$ cat config.mk
export PLATFORM = sky130hd
export DESIGN_NAME = pipe_ctrl
export DESIGN_NICKNAME = d
export VERILOG_FILES = /design/src/rtl/pipe_ctrl.sv
export SDC_FILE = /design/constraint.sdc
export NUM_CORES = 1
export LEC_CHECK = 0
export BUFFER_PORTS_ARGS = -buffer_cell sky130_fd_sc_hd__buf_2
export CAP_MARGIN = 20
export CORE_ASPECT_RATIO = 1.75
export CORE_MARGIN = 3
export CORE_UTILIZATION = 35
export CTS_BUF_LIST = sky130_fd_sc_hd__clkbuf_4
export CTS_CLUSTER_DIAMETER = 120
export CTS_CLUSTER_SIZE = 10
export DETAILED_ROUTE_END_ITERATION = 8
export GPL_TIMING_DRIVEN = 0
export MAX_ROUTING_LAYER = met4
export PLACE_DENSITY_LB_ADDON = 0.15
export REMOVE_ABC_BUFFERS = 1
export SLEW_MARGIN = 20
export SYNTH_ARGS = -nofsm -noshare
export SYNTH_HDL_FRONTEND = slang
export SYNTH_SLANG_ARGS = --single-unit
export TNS_END_PERCENT = 100
$ cat constraint.sdc
create_clock -name i_clk -period 2.71 [get_ports i_clk]
set_clock_uncertainty 0.15 [all_clocks]
set_input_delay 0.4065 -clock i_clk [delete_from_list [all_inputs] [get_ports i_clk]]
set_output_delay 0.4065 -clock i_clk [all_outputs]
set_load 0.01 [all_outputs]
$ cat src/rtl/pipe_ctrl.sv
// Pipeline sequencing controller for the 5-stage core: stage enables/bubbles,
// PC source select, multiply-occupancy FSM and saturating stall/flush counters.
module pipe_ctrl #(
    parameter int MUL_LAT   = 4,
    parameter int CNT_WIDTH = 16
) (
    input  logic                 i_clk,
    input  logic                 i_rst,
    input  logic                 i_haz_nop,
    input  logic                 i_mul_e,
    input  logic                 i_branch_e,
    input  logic                 i_dmem_req_m,
    input  logic                 i_dmem_ready,
    input  logic                 i_imem_ready,
    output logic                 o_en_pc,
    output logic                 o_en_fd,
    output logic                 o_en_de,
    output logic                 o_en_em,
    output logic                 o_en_mw,
    output logic                 o_bubble_fd,
    output logic                 o_bubble_de,
    output logic                 o_bubble_em,
    output logic                 o_bubble_mw,
    output logic                 o_pc_sel,
    output logic                 o_busy,
    output logic [CNT_WIDTH-1:0] o_stall_cnt,
    output logic [CNT_WIDTH-1:0] o_flush_cnt
);

    typedef enum logic [0:0] {ST_RUN = 1'b0, ST_MUL = 1'b1} state_t;

    // The first stall cycle happens in RUN, the release cycle in MUL, hence the -2.
    localparam logic           MUL_MULTI = (MUL_LAT > 1);
    localparam logic [7:0]     MUL_LOAD  = (MUL_LAT > 1) ? 8'(MUL_LAT - 2) : 8'd0;
    localparam logic [CNT_WIDTH-1:0] CNT_ONE = CNT_WIDTH'(1);
    localparam logic [CNT_WIDTH-1:0] CNT_MAX = {CNT_WIDTH{1'b1}};

    state_t                state_q, state_d;
    logic [7:0]            cnt_q, cnt_d;
    logic [CNT_WIDTH-1:0]  stall_q, stall_d;
    logic [CNT_WIDTH-1:0]  flush_q, flush_d;
    logic                  mem_stall_s;
    logic                  mul_stall_s;
    logic                  branch_act_s;

    assign mem_stall_s = i_dmem_req_m & ~i_dmem_ready;
    assign mul_stall_s = ((state_q == ST_RUN) & i_mul_e & MUL_MULTI) |
                         ((state_q == ST_MUL) & (cnt_q != 8'd0));

    // Stage control decode, first matching condition wins
    always_comb begin
        o_en_pc      = 1'b1;
        o_en_fd      = 1'b1;
        o_en_de      = 1'b1;
        o_en_em      = 1'b1;
        o_en_mw      = 1'b1;
        o_bubble_fd  = 1'b0;
        o_bubble_de  = 1'b0;
        o_bubble_em  = 1'b0;
        o_bubble_mw  = 1'b0;
        o_pc_sel     = 1'b0;
        branch_act_s = 1'b0;
        if (i_rst) begin
            o_en_pc = 1'b0;
            o_en_fd = 1'b0;
            o_en_de = 1'b0;
            o_en_em = 1'b0;
            o_en_mw = 1'b0;
        end else if (mem_stall_s) begin
            o_en_pc     = 1'b0;
            o_en_fd     = 1'b0;
            o_en_de     = 1'b0;
            o_en_em     = 1'b0;
            o_bubble_mw = 1'b1;
        end else if (mul_stall_s) begin
            o_en_pc     = 1'b0;
            o_en_fd     = 1'b0;
            o_en_de     = 1'b0;
            o_bubble_em = 1'b1;
        end else if (i_branch_e) begin
            o_pc_sel     = 1'b1;
            o_bubble_fd  = 1'b1;
            o_bubble_de  = 1'b1;
            branch_act_s = 1'b1;
        end else if (i_haz_nop) begin
            o_en_pc     = 1'b0;
            o_en_fd     = 1'b0;
            o_bubble_de = 1'b1;
        end else if (!i_imem_ready) begin
            o_en_pc     = 1'b0;
            o_bubble_fd = 1'b1;
        end else begin
            o_pc_sel = 1'b0;
        end
    end

    // Multiply-occupancy next state; a memory stall freezes everything
    always_comb begin
        state_d = state_q;
        cnt_d   = cnt_q;
        if (mem_stall_s) begin
            state_d = state_q;
        end else begin
            case (state_q)
                ST_RUN: begin
                    if (i_mul_e && MUL_MULTI) begin
                        state_d = ST_MUL;
                        cnt_d   = MUL_LOAD;
                    end else begin
                        state_d = ST_RUN;
                    end
                end
                ST_MUL: begin
                    if (cnt_q != 8'd0) begin
                        cnt_d = cnt_q - 8'd1;
                    end else begin
                        state_d = ST_RUN;
                    end
                end
                default: begin
                    state_d = ST_RUN;
                    cnt_d   = 8'd0;
                end
            endcase
        end
    end

    // Saturating performance counter next values
    always_comb begin
        stall_d = stall_q;
        flush_d = flush_q;
        if (!o_en_pc && (stall_q != CNT_MAX)) begin
            stall_d = stall_q + CNT_ONE;
        end else begin
            stall_d = stall_q;
        end
        if (branch_act_s && (flush_q != CNT_MAX)) begin
            flush_d = flush_q + CNT_ONE;
        end else begin
            flush_d = flush_q;
        end
    end

    // State and counter registers
    always_ff @(posedge i_clk or posedge i_rst) begin
        if (i_rst) begin
            state_q <= ST_RUN;
            cnt_q   <= 8'd0;
            stall_q <= '0;
            flush_q <= '0;
        end else begin
            state_q <= state_d;
            cnt_q   <= cnt_d;
            stall_q <= stall_d;
            flush_q <= flush_d;
        end
    end

    assign o_busy      = (state_q == ST_MUL);
    assign o_stall_cnt = stall_q;
    assign o_flush_cnt = flush_q;

endmodule

-- Word-level counts from Yosys, hierarchy flattened
Index checks and enable logic that the tools add are counted.
- bits in registers: 41
- input port bits: 8
- output and inout bits: 43
- word-level logic and storage cells: 66
- add/sub/neg operators: 3
- equal/unequal tests: 4
- muxes and demuxes: 43
- bitwise gates (word level): 7
- reduce and logical (&&, ||, !) cells: 5
- operators with widths (operator ; number):
    1-bit two-way mux ; 39
    16-bit by 1-bit adder with 16-bit output, second input constant ; 2
    16-bit inequality test, second input constant ; 2
    8-bit two-way mux ; 2
    8-bit one-hot mux with 2 select lines ; 1
    8-bit nonzero test ; 1
    8-bit by 1-bit subtractor with 8-bit output, second input constant ; 1
    1-bit bitwise AND ; 3
    1-bit NOT ; 3
    3-bit AND reduction ; 1
    1-bit logical AND ; 2
    2-bit by 1-bit inequality test with 1-bit output, second input constant ; 1
    2-bit inequality test, second input constant ; 1
    1-bit one-hot mux with 2 select lines ; 1
    1-bit zero test ; 1
    1-bit bitwise OR ; 1

-- Logic depth before layout (Yosys ltp)
Gate-level depths: netlist of run 1.
- word-level depth: 8
- gate-level depth with buffers: 7
- mapped depth without buffers: 6

-- Worst setup path after synthesis of run 1
OpenSTA, ideal clock, no wires.
- path type: input to register
- start point: in i_rst
- end point: reg flush_q[13] (netlist: o_flush_cnt[13])
- arrival time: 2.462 ns
- slack: -0.030 ns
- cell stages on the path: 5
- path buffers: 0
- cell sequence: inv_1 nand2_1 nor4_4 nand4_1 mux2_1
- longest elaborated chain between the ends: 2
- ends and longest elaborated chain (what ; RTL line ; RTL):
    start: declaration ; 8 ; input logic i_rst,
    1-bit two-way mux ; 63 ; if (i_rst) begin
    1-bit logical AND ; 137 ; if (branch_act_s && (flush_q != CNT_MAX)) begin
    end signal: assignment ; 155 ; flush_q <= flush_d;
    end: declaration ; 41 ; logic [CNT_WIDTH-1:0] flush_q, flush_d;
No other way between the ends.
A chain may end at the register's enable or synchronous reset.

-- Final worst setup path of run 1
- start point: reg cnt_q[2]
- end point: out o_en_pc
- longest elaborated chain between the ends: 6
- ends and longest elaborated chain (what ; RTL line ; RTL):
    start: declaration ; 39 ; logic [7:0] cnt_q, cnt_d;
    start signal: assignment ; 153 ; cnt_q <= cnt_d;
    8-bit nonzero test ; 48 ; ((state_q == ST_MUL) & (cnt_q != 8'd0));
    1-bit bitwise AND ; 48 ;
    1-bit bitwise OR ; 47 ; assign mul_stall_s = ((state_q == ST_RUN) & i_mul_e & MUL_MULTI) |
    1-bit two-way mux ; 75 ; end else if (mul_stall_s) begin
    1-bit two-way mux ; 69 ; end else if (mem_stall_s) begin
    1-bit two-way mux ; 63 ;
    end: declaration ; 15 ; output logic o_en_pc,
No other way between the ends.

==> results of run 1 <==
[routing by layer]
metal / share of wire / GRT usage / wire (um) / vias to the layer above
met1: 0.39 / 0.159 / 1920 / 884
li1: - / - / - / 879
met2: 0.54 / 0.272 / 2680 / 54
met3: 0.048 / 0.0276 / 238 / 8
met4: 0.022 / 0.0682 / 108 / 0
met5: 0 / - / 0 / -
[Yosys cell counts, drive strengths merged, types with 2 or more instances]
master  number  area share
nor2b        3      0.0087
buf          2      0.0058
nor3         8       0.019
o21ai        4      0.0093
nor4         7       0.034
nand4       13       0.038
a21oi        3      0.0070
nand2b       3      0.0087
dfrtp       41        0.48
clkbuf       2      0.0035
nand3       17       0.039
nor2        22       0.038
and3         3      0.0087
xnor2       20       0.081
ha           4       0.023
inv          9       0.016
a211oi       3       0.010
and4         3       0.012
mux2         3       0.016
xor2        11       0.045
and2         3      0.0087
nand2       25       0.044
[worst paths after layout]
kind                                               endpoint                         from  slack [ns]
worst max-delay path                                o_en_pc         cnt_q[2]$_DFFE_PP0P_        0.16
worst min-delay path                     o_busy$_DFFE_PP0N_                 i_dmem_ready        0.31
worst max register to register  o_flush_cnt[13]$_DFFE_PP0P_         cnt_q[2]$_DFFE_PP0P_        0.40
worst min register to register  o_stall_cnt[15]$_DFFE_PP0P_  o_stall_cnt[15]$_DFFE_PP0P_        0.34
max in group asynchronous       o_stall_cnt[13]$_DFFE_PP0P_                        i_rst        1.56
min in group asynchronous              cnt_q[1]$_DFFE_PP0P_                        i_rst        0.42
[per-stage QoR]
step | hold slack [ns] | TNS [ns] | cells | util
final | 0.308 | 0 | 353 | 0.443
after global routing | 0.320 | 0 | 353 | 0.443
after CTS | 0.282 | 0 | 353 | 0.439
after detailed placement | 0.272 | 0 | 344 | 0.423
after global placement | 0.329 | -7.79 | 343 | 0.419
after floorplan | 0.318 | -0.0981 | 215 | -
[registers in the layout, summed over array words and instances (netlist names)]
| name | flops |
|---|---|
| o_busy | 1 |
| o_flush_cnt | 16 |
| o_stall_cnt | 16 |
| cnt_q | 8 |
[cell type report]
class	instances	area, sq um
Clock buffer	6	45.0
Inverter	9	35.0
Multi-Input combinational cell	165	1100
Tap cell	78	97.6
Fill cell	666	3300
Sequential cell	41	1030
Timing Repair Buffer	52	280
Clock inverter	2	38.8
[report_power, final]
group	switching (mW)	internal (mW)	leakage [nW]	total (mW)
registers	0.192	0.754	0.514	0.946
logic	0.358	0.291	0.658	0.649
clock network	0.203	0.207	0.0459	0.409
total	0.753	1.25	1.22	2.00
[timing repair]
action	4_1_cts	5_1_grt
setup endpoints to repair	4	5
endpoints found under the hold margin	12	0
cloned	0	0
hold buffers	1	0
resized for setup	1	5
[critical path: cells and delay by family, from the launching register on]
family	cells	cell delay (ns)
AND/OR/NAND/NOR	2	0.65
flip-flops	1	0.45
AO/OA/AOI/OAI	1	0.36
buffers and inverters	1	0.17
[logic make-up after synthesis]
family	synth area share
compound gates	0.0609
mux	0.0157
simple gates	0.274
fa+ha+maj	0.0232
buf+inv	0.0249
flops	0.476
xor+xnor	0.126
==> results.toml, run 1 <==
[global_route]
first_global_vias = 1786
grt_overflow = 0
track_usage = 0.152
grt_first_pass_wirelength_um = 8310
antenna_found_initial = 0
grt_max_degree = 31

[synthesis]
ys_types = 35
ys.flop_type = "dfrtp_1"
synth_cells = 219
avgSynthCellArea_sq_um = 9.85
ys_ff_latch = 41
ys_seq_area_frac = 0.476
synth.yosys.warnings = 0
synth_edf_count = 0
async_flop_share = 1.00
syn_area_sq_um = 2160

[sta]
min_period_ns = 2.55
slew_violations = 0
finalSetupViolCount = 0
hold_violations = 0
period_share = 0.939
worst_pin_slew_ns = 0.629
rsz0062_at_grt = "false"
slew-limit-headroom = 0.580
fmax_mhz = 393
fin_ws_ns = 0.164

[clock_tree]
cts.sinks = 41
tritoncts = "built"
htree_levels = 2
cts-root-buf = "clkbuf_4"
clk_pin_slew_ns = 0.13
clock_latency_ns = 0.35
cts_buffer_depth = 2
cts_buffers = 5
cts_setup_buffers = 0

[critical_path]
worst-setup-path-type = "reg -> out"
r2r_cells = 5
critPathSlowestCell = "dfrtp_1"
crit_path_start_kind = "flop"
endpoint_kind = "output pin"
crit_chain = "nor4_4 -> a41o_4 -> and2_1 -> buf_2"
critPathRequiredTime_ns = 2.15
worstPathArrival_ns = 1.99
critical_path.max_stage_delay_ns = 0.45
crit_path_max_fanout = 11

[routing]
drt_pass1_iterations = 4
ant_nets = 0
detail_route.wl_per_cell_um = 14.0
route.detailed.drc = 0
drt-initial-drc-count = 36
wirelength_um = 4940
vias_per_cell = 5.17
vias = 1825

[min_path]
hold_depth = 4
hp-class = "in -> reg"

[floorplanning]
chipHeight_um = 110
core_sq_um = 5930
dieArea_sq_um = 7180
row_count = 37
die_x_um = 65.3
pin_count = 51
start_util = 0.364

[pwr]
power.total_mw = 2.00
vdd_drop_max_uv = 384
p_leak_nw = 1.22
powerDensity_nw_per_um2 = 764

[final_layout]
nets = 286
layout-drive-gt1-share = 0.255
most-common-layout-cells = "buf_2, dfrtp_1, nand2_1"
fin_area_sq_um = 2620
final_common_cell = "buf_2"
diodes = 0
area_delta_synth_final_pct = 21.6

[placement]
pre_cts_slack_ns = 0.311
dp_hpwl_um = 3770
portBuffers = 50
postPlaceCellArea_sq_um = 2500
gp_congestion = 0.791

[job]
maxCapViolations = 0

[run_status]
outcome = "finished, final reports clean"
Note: power is estimated with default switching activity, not from simulation.
==> run 2, diff against run 1 <==
--- a/config.mk
+++ b/config.mk
@@ -8,7 +8,7 @@
 export BUFFER_PORTS_ARGS = -buffer_cell sky130_fd_sc_hd__buf_2
 export CAP_MARGIN = 20
 export CORE_ASPECT_RATIO = 1.75
-export CORE_MARGIN = 3
+export CORE_MARGIN = 2
 export CORE_UTILIZATION = 35
 export CTS_BUF_LIST = sky130_fd_sc_hd__clkbuf_4
 export CTS_CLUSTER_DIAMETER = 120
@@ -18,7 +18,6 @@
 export MAX_ROUTING_LAYER = met4
 export PLACE_DENSITY_LB_ADDON = 0.15
 export REMOVE_ABC_BUFFERS = 1
-export SLEW_MARGIN = 20
 export SYNTH_ARGS = -nofsm -noshare
 export SYNTH_HDL_FRONTEND = slang
 export SYNTH_SLANG_ARGS = --single-unit
==> results.toml, run 2 (synthesis gave the netlist of run 1 again) <==
[routing]
vias_per_cell = 4.99
detail_route.wl_per_cell_um = 14.0
ant_nets = 0
drt_pass1_iterations = 4
route.detailed.drc = 0
vias = 1767
wirelength_um = 4970
drt-initial-drc-count = 52

[clock_tree]
clock_latency_ns = 0.35
cts-root-buf = "clkbuf_4"
clk_pin_slew_ns = 0.12
tritoncts = "built"
htree_levels = 2
cts.sinks = 41
cts_buffers = 5
cts_buffer_depth = 2

[sta]
worst_pin_slew_ns = 0.580
period_share = 0.952
hold_slack_ns = 0.298
setup_tns_ns = 0
hold_violations = 0
slew_violations = 0
finalSetupViolCount = 0
rsz0062_at_grt = "false"
min_period_ns = 2.58
slew-limit-headroom = 0.613
fmax_mhz = 388

[global_route]
track_usage = 0.160
first_global_vias = 1790
grt_overflow = 0
grt_max_degree = 31
grt_first_pass_wirelength_um = 8390
antenna_found_initial = 0

[min_path]
hp-class = "in -> reg"

[pwr]
vdd_drop_max_uv = 329
p_leak_nw = 1.20
powerDensity_nw_per_um2 = 736

[critical_path]
worst-setup-path-type = "in -> out"
endpoint_kind = "output pin"
critPathSlowestCell = "dlygate4sd3_1"
crit_path_start_kind = "input port"
critPathRequiredTime_ns = 2.15
crit_family = "buffers and inverters"
crit_path_max_fanout = 5
crit_chain = "dlygate4sd3_1 -> buf_2 -> a211oi_1 -> and2_1 -> buf_2"
critical_path.max_stage_delay_ns = 0.53
cp_common_cell = "buf_2"
worstPathArrival_ns = 2.02
critPathBufInv = 3

[floorplanning]
chipHeight_um = 108
die_x_um = 63.3
pin_count = 51
start_util = 0.364
core_sq_um = 5930
row_count = 37
dieArea_sq_um = 6830

[placement]
dpl.cell_count = 344
gp_congestion = 0.769
dp_hpwl_um = 3720
postPlaceCellArea_sq_um = 2500
portBuffers = 50

[final_layout]
layout-drive-gt1-share = 0.246
fin_cells = 354
diodes = 0
final_common_cell = "buf_2"
most-common-layout-cells = "buf_2, dfrtp_1, nand2_1"
area_delta_synth_final_pct = 20.6
nets = 287
fin_area_sq_um = 2600
utilization = 0.439

[job]
maxCapViolations = 0

[run_status]
outcome = "finished, final reports clean"
==> run 2: cell types whose count changed in the layout (fill, tap and decap cells not counted), sizes merged <==
cell,before,now
clkinvlp,0,2
clkinv,2,0
bufinv,1,0
inv,8,9
dlygate4sd3,1,2
==> run 2: area by class of cell <==
class                      count  area (sq um)
clock buffer                   6          45.0
clock inverter                 2          15.0
fill                         658          3320
timing repair buffer          53           290
sequential                    41          1030
inverter                       9          33.8
tap                           78          97.6
multi-input combinational    165          1090
==> run 2: what timing repair did <==
action                     4_1_cts  5_1_grt
hold buffers                     2        0
setup buffers                    0        0
gates resized for setup          1        2
hold endpoints to repair        12        0
setup endpoints to repair        4        3
pin swaps                        0        0
==> run 2: report_power, final <==
| group | internal, mW | switching, mW | total, mW |
|---|---|---|---|
| Sequential | 0.754 | 0.193 | 0.946 |
| Combinational | 0.292 | 0.354 | 0.646 |
| Clock | 0.112 | 0.211 | 0.322 |
| Total | 1.16 | 0.757 | 1.91 |
==> run 2: final timing paths <==
path / endpoint / start / depth (start not counted) / slack, ns
setup / recovery: o_en_pc / i_rst / 5 / 0.13
hold / removal: o_busy$_DFFE_PP0N_ / i_dmem_ready / 4 / 0.30
setup reg to reg: o_flush_cnt[13]$_DFFE_PP0P_ / cnt_q[2]$_DFFE_PP0P_ / 5 / 0.44
hold reg to reg: o_stall_cnt[11]$_DFFE_PP0P_ / o_stall_cnt[11]$_DFFE_PP0P_ / 1 / 0.35
max in group asynchronous: cnt_q[7]$_DFFE_PP0P_ / i_rst / 4 / 0.92
min in group asynchronous: o_flush_cnt[6]$_DFFE_PP0P_ / i_rst / 4 / 0.50
==> run 2: routing by layer <==
metal | vias to the layer above | track usage | share of wire | wire length (um)
li1 | 883 | - | - | -
met1 | 829 | 0.176 | 0.41 | 2050
met2 | 47 | 0.278 | 0.52 | 2590
met3 | 8 | 0.0251 | 0.039 | 196
met4 | 0 | 0.0823 | 0.026 | 130
met5 | - | - | 0 | 0
==> run 2: metrics by stage <==
step                      worst slack [ns]  power [mW]
after floorplan                    -0.0410        1.37
after global placement              -0.739        1.59
after detailed placement             0.329        1.61
after CTS                           0.0454        1.94
after global routing                0.0313        2.08
final                                0.130        1.91
==> run 2: worst register-to-register path, delay by kind of cell, from the launching register on <==
family | cells | cell delay [ns]
flip-flops | 1 | 0.45
AND/OR/NAND/NOR | 3 | 0.99
AO/OA/AOI/OAI | 1 | 0.24
multiplexers | 1 | 0.32
==> run 3, diff against run 2 <==
--- a/config.mk
+++ b/config.mk
@@ -5,7 +5,6 @@
 export SDC_FILE = /design/constraint.sdc
 export NUM_CORES = 1
 export LEC_CHECK = 0
-export BUFFER_PORTS_ARGS = -buffer_cell sky130_fd_sc_hd__buf_2
 export CAP_MARGIN = 20
 export CORE_ASPECT_RATIO = 1.75
 export CORE_MARGIN = 2
@@ -14,6 +13,7 @@
 export CTS_CLUSTER_DIAMETER = 120
 export CTS_CLUSTER_SIZE = 10
 export DETAILED_ROUTE_END_ITERATION = 8
+export DONT_BUFFER_PORTS = 1
 export GPL_TIMING_DRIVEN = 0
 export MAX_ROUTING_LAYER = met4
 export PLACE_DENSITY_LB_ADDON = 0.15
==> results.toml, run 3 (synthesis gave the netlist of run 1 again) <==
[sta]
min_period_ns = 2.57
rsz0062_at_grt = "true"
finalSetupViolCount = 0
fmax_mhz = 389
setup_tns_ns = 0
slew-limit-headroom = 0.563
worst_pin_slew_ns = 0.652
fin_ws_ns = 0.136
period_share = 0.950
slew_violations = 0
hold_slack_ns = 0.178
hold_violations = 0

[critical_path]
worstPathArrival_ns = 2.02
worst-setup-path-type = "reg -> out"
critPathBufInv = 0
crit_path_max_fanout = 6
crit_chain = "nor4_4 -> a41oi_4 -> nor3_1"
endpoint_kind = "output pin"
critPathRequiredTime_ns = 2.15
critical_path.max_stage_delay_ns = 0.59
crit_path_start_kind = "flop"
crit_family = "simple AND/OR/NAND/NOR gates"
critPathSlowestCell = "nor3_1"

[routing]
drt_pass1_iterations = 4
route.detailed.drc = 0
ant_nets = 0
vias_per_cell = 5.28
wirelength_um = 4660
drt-initial-drc-count = 46
vias = 1599
detail_route.wl_per_cell_um = 15.4

[floorplanning]
row_count = 37
core_sq_um = 5930
dieArea_sq_um = 6830
chipHeight_um = 108
die_x_um = 63.3
pin_count = 51
start_util = 0.364

[job]
maxCapViolations = 0

[pwr]
power.total_mw = 1.80
vdd_drop_max_uv = 453
powerDensity_nw_per_um2 = 775
p_leak_nw = 0.972

[clock_tree]
htree_levels = 2
cts_buffers = 5
cts_setup_buffers = 0
cts.sinks = 41
clock_latency_ns = 0.36
clk_pin_slew_ns = 0.14
tritoncts = "built"
cts-root-buf = "clkbuf_4"
cts_buffer_depth = 2

[global_route]
first_global_vias = 1571
grt_overflow = 0
grt_max_degree = 29
grt_first_pass_wirelength_um = 7720
track_usage = 0.150
antenna_found_initial = 0

[run_status]
outcome = "finished, final reports clean"

[final_layout]
fin_cells = 303
fin_area_sq_um = 2330
layout-drive-gt1-share = 0.0756
nets = 236
final_common_cell = "dfrtp_1"
utilization = 0.393
most-common-layout-cells = "dfrtp_1, nand2_1, nor2_1"
fill_cells = 623
diodes = 0
area_delta_synth_final_pct = 7.83

[placement]
postPlaceCellArea_sq_um = 2250
pre_cts_slack_ns = 0.356
portBuffers = 0
gp_congestion = 0.717
dp_hpwl_um = 3580
dpl.cell_count = 294

[min_path]
hp-class = "in -> reg"
[run 3: cell count changes in the layout (fill, tap and decap cells not counted), sizes merged]
cell         change
buf             -50
clkinv           +2
clkbuf           -1
clkinvlp         -1
dlygate4sd3      -1
[run 3: per-layer routing]
layer	wire length, um	up-vias	track usage
met5	0	-	-
li1	-	776	-
met2	2550	51	0.270
met3	286	6	0.0471
met1	1730	766	0.146
met4	89	0	0.0652
[run 3: timing repair]
action	4_1_cts	5_1_grt
gates resized for setup	0	2
hold buffers	1	0
endpoints found under the setup margin	0	5
endpoints found under the hold margin	14	0
[run 3: final cells by class]
type | count | area [sq um] | share of cell area
inverters | 9 | 35.0 | 0.0151
repair buffers | 2 | 30.0 | 0.0129
flip-flops and latches | 41 | 1030 | 0.441
multi-input cells | 165 | 1080 | 0.464
clock inverters | 3 | 21.3 | 0.00914
clock buffers | 5 | 37.5 | 0.0161
well taps | 78 | 97.6 | 0.0420
[run 3: power by group]
part	switching (mW)	leakage (nW)	internal [mW]	total (mW)
clock network	0.217	0.0316	0.103	0.320
logic	0.263	0.426	0.216	0.479
registers	0.252	0.514	0.753	1.00
[run 3: worst paths after layout]
kind	cells after the start	slack (ns)	to	start
setup / recovery	3	0.14	o_pc_sel	cnt_q[2]$_DFFE_PP0P_
hold / removal	3	0.18	o_flush_cnt[10]$_DFFE_PP0P_	i_rst
hold reg to reg	1	0.37	cnt_q[6]$_DFFE_PP0P_	cnt_q[6]$_DFFE_PP0P_
min in group asynchronous	2	0.29	o_flush_cnt[1]$_DFFE_PP0P_	i_rst
setup reg to reg	6	0.43	o_flush_cnt[5]$_DFFE_PP0P_	o_flush_cnt[0]$_DFFE_PP0P_
max in group asynchronous	3	1.66	o_stall_cnt[13]$_DFFE_PP0P_	i_rst
[run 3: worst min-delay path, cell delays in order]
cell and delay (ns):
nor3_1 0.06, nand4_1 0.12, a21oi_1 0.07
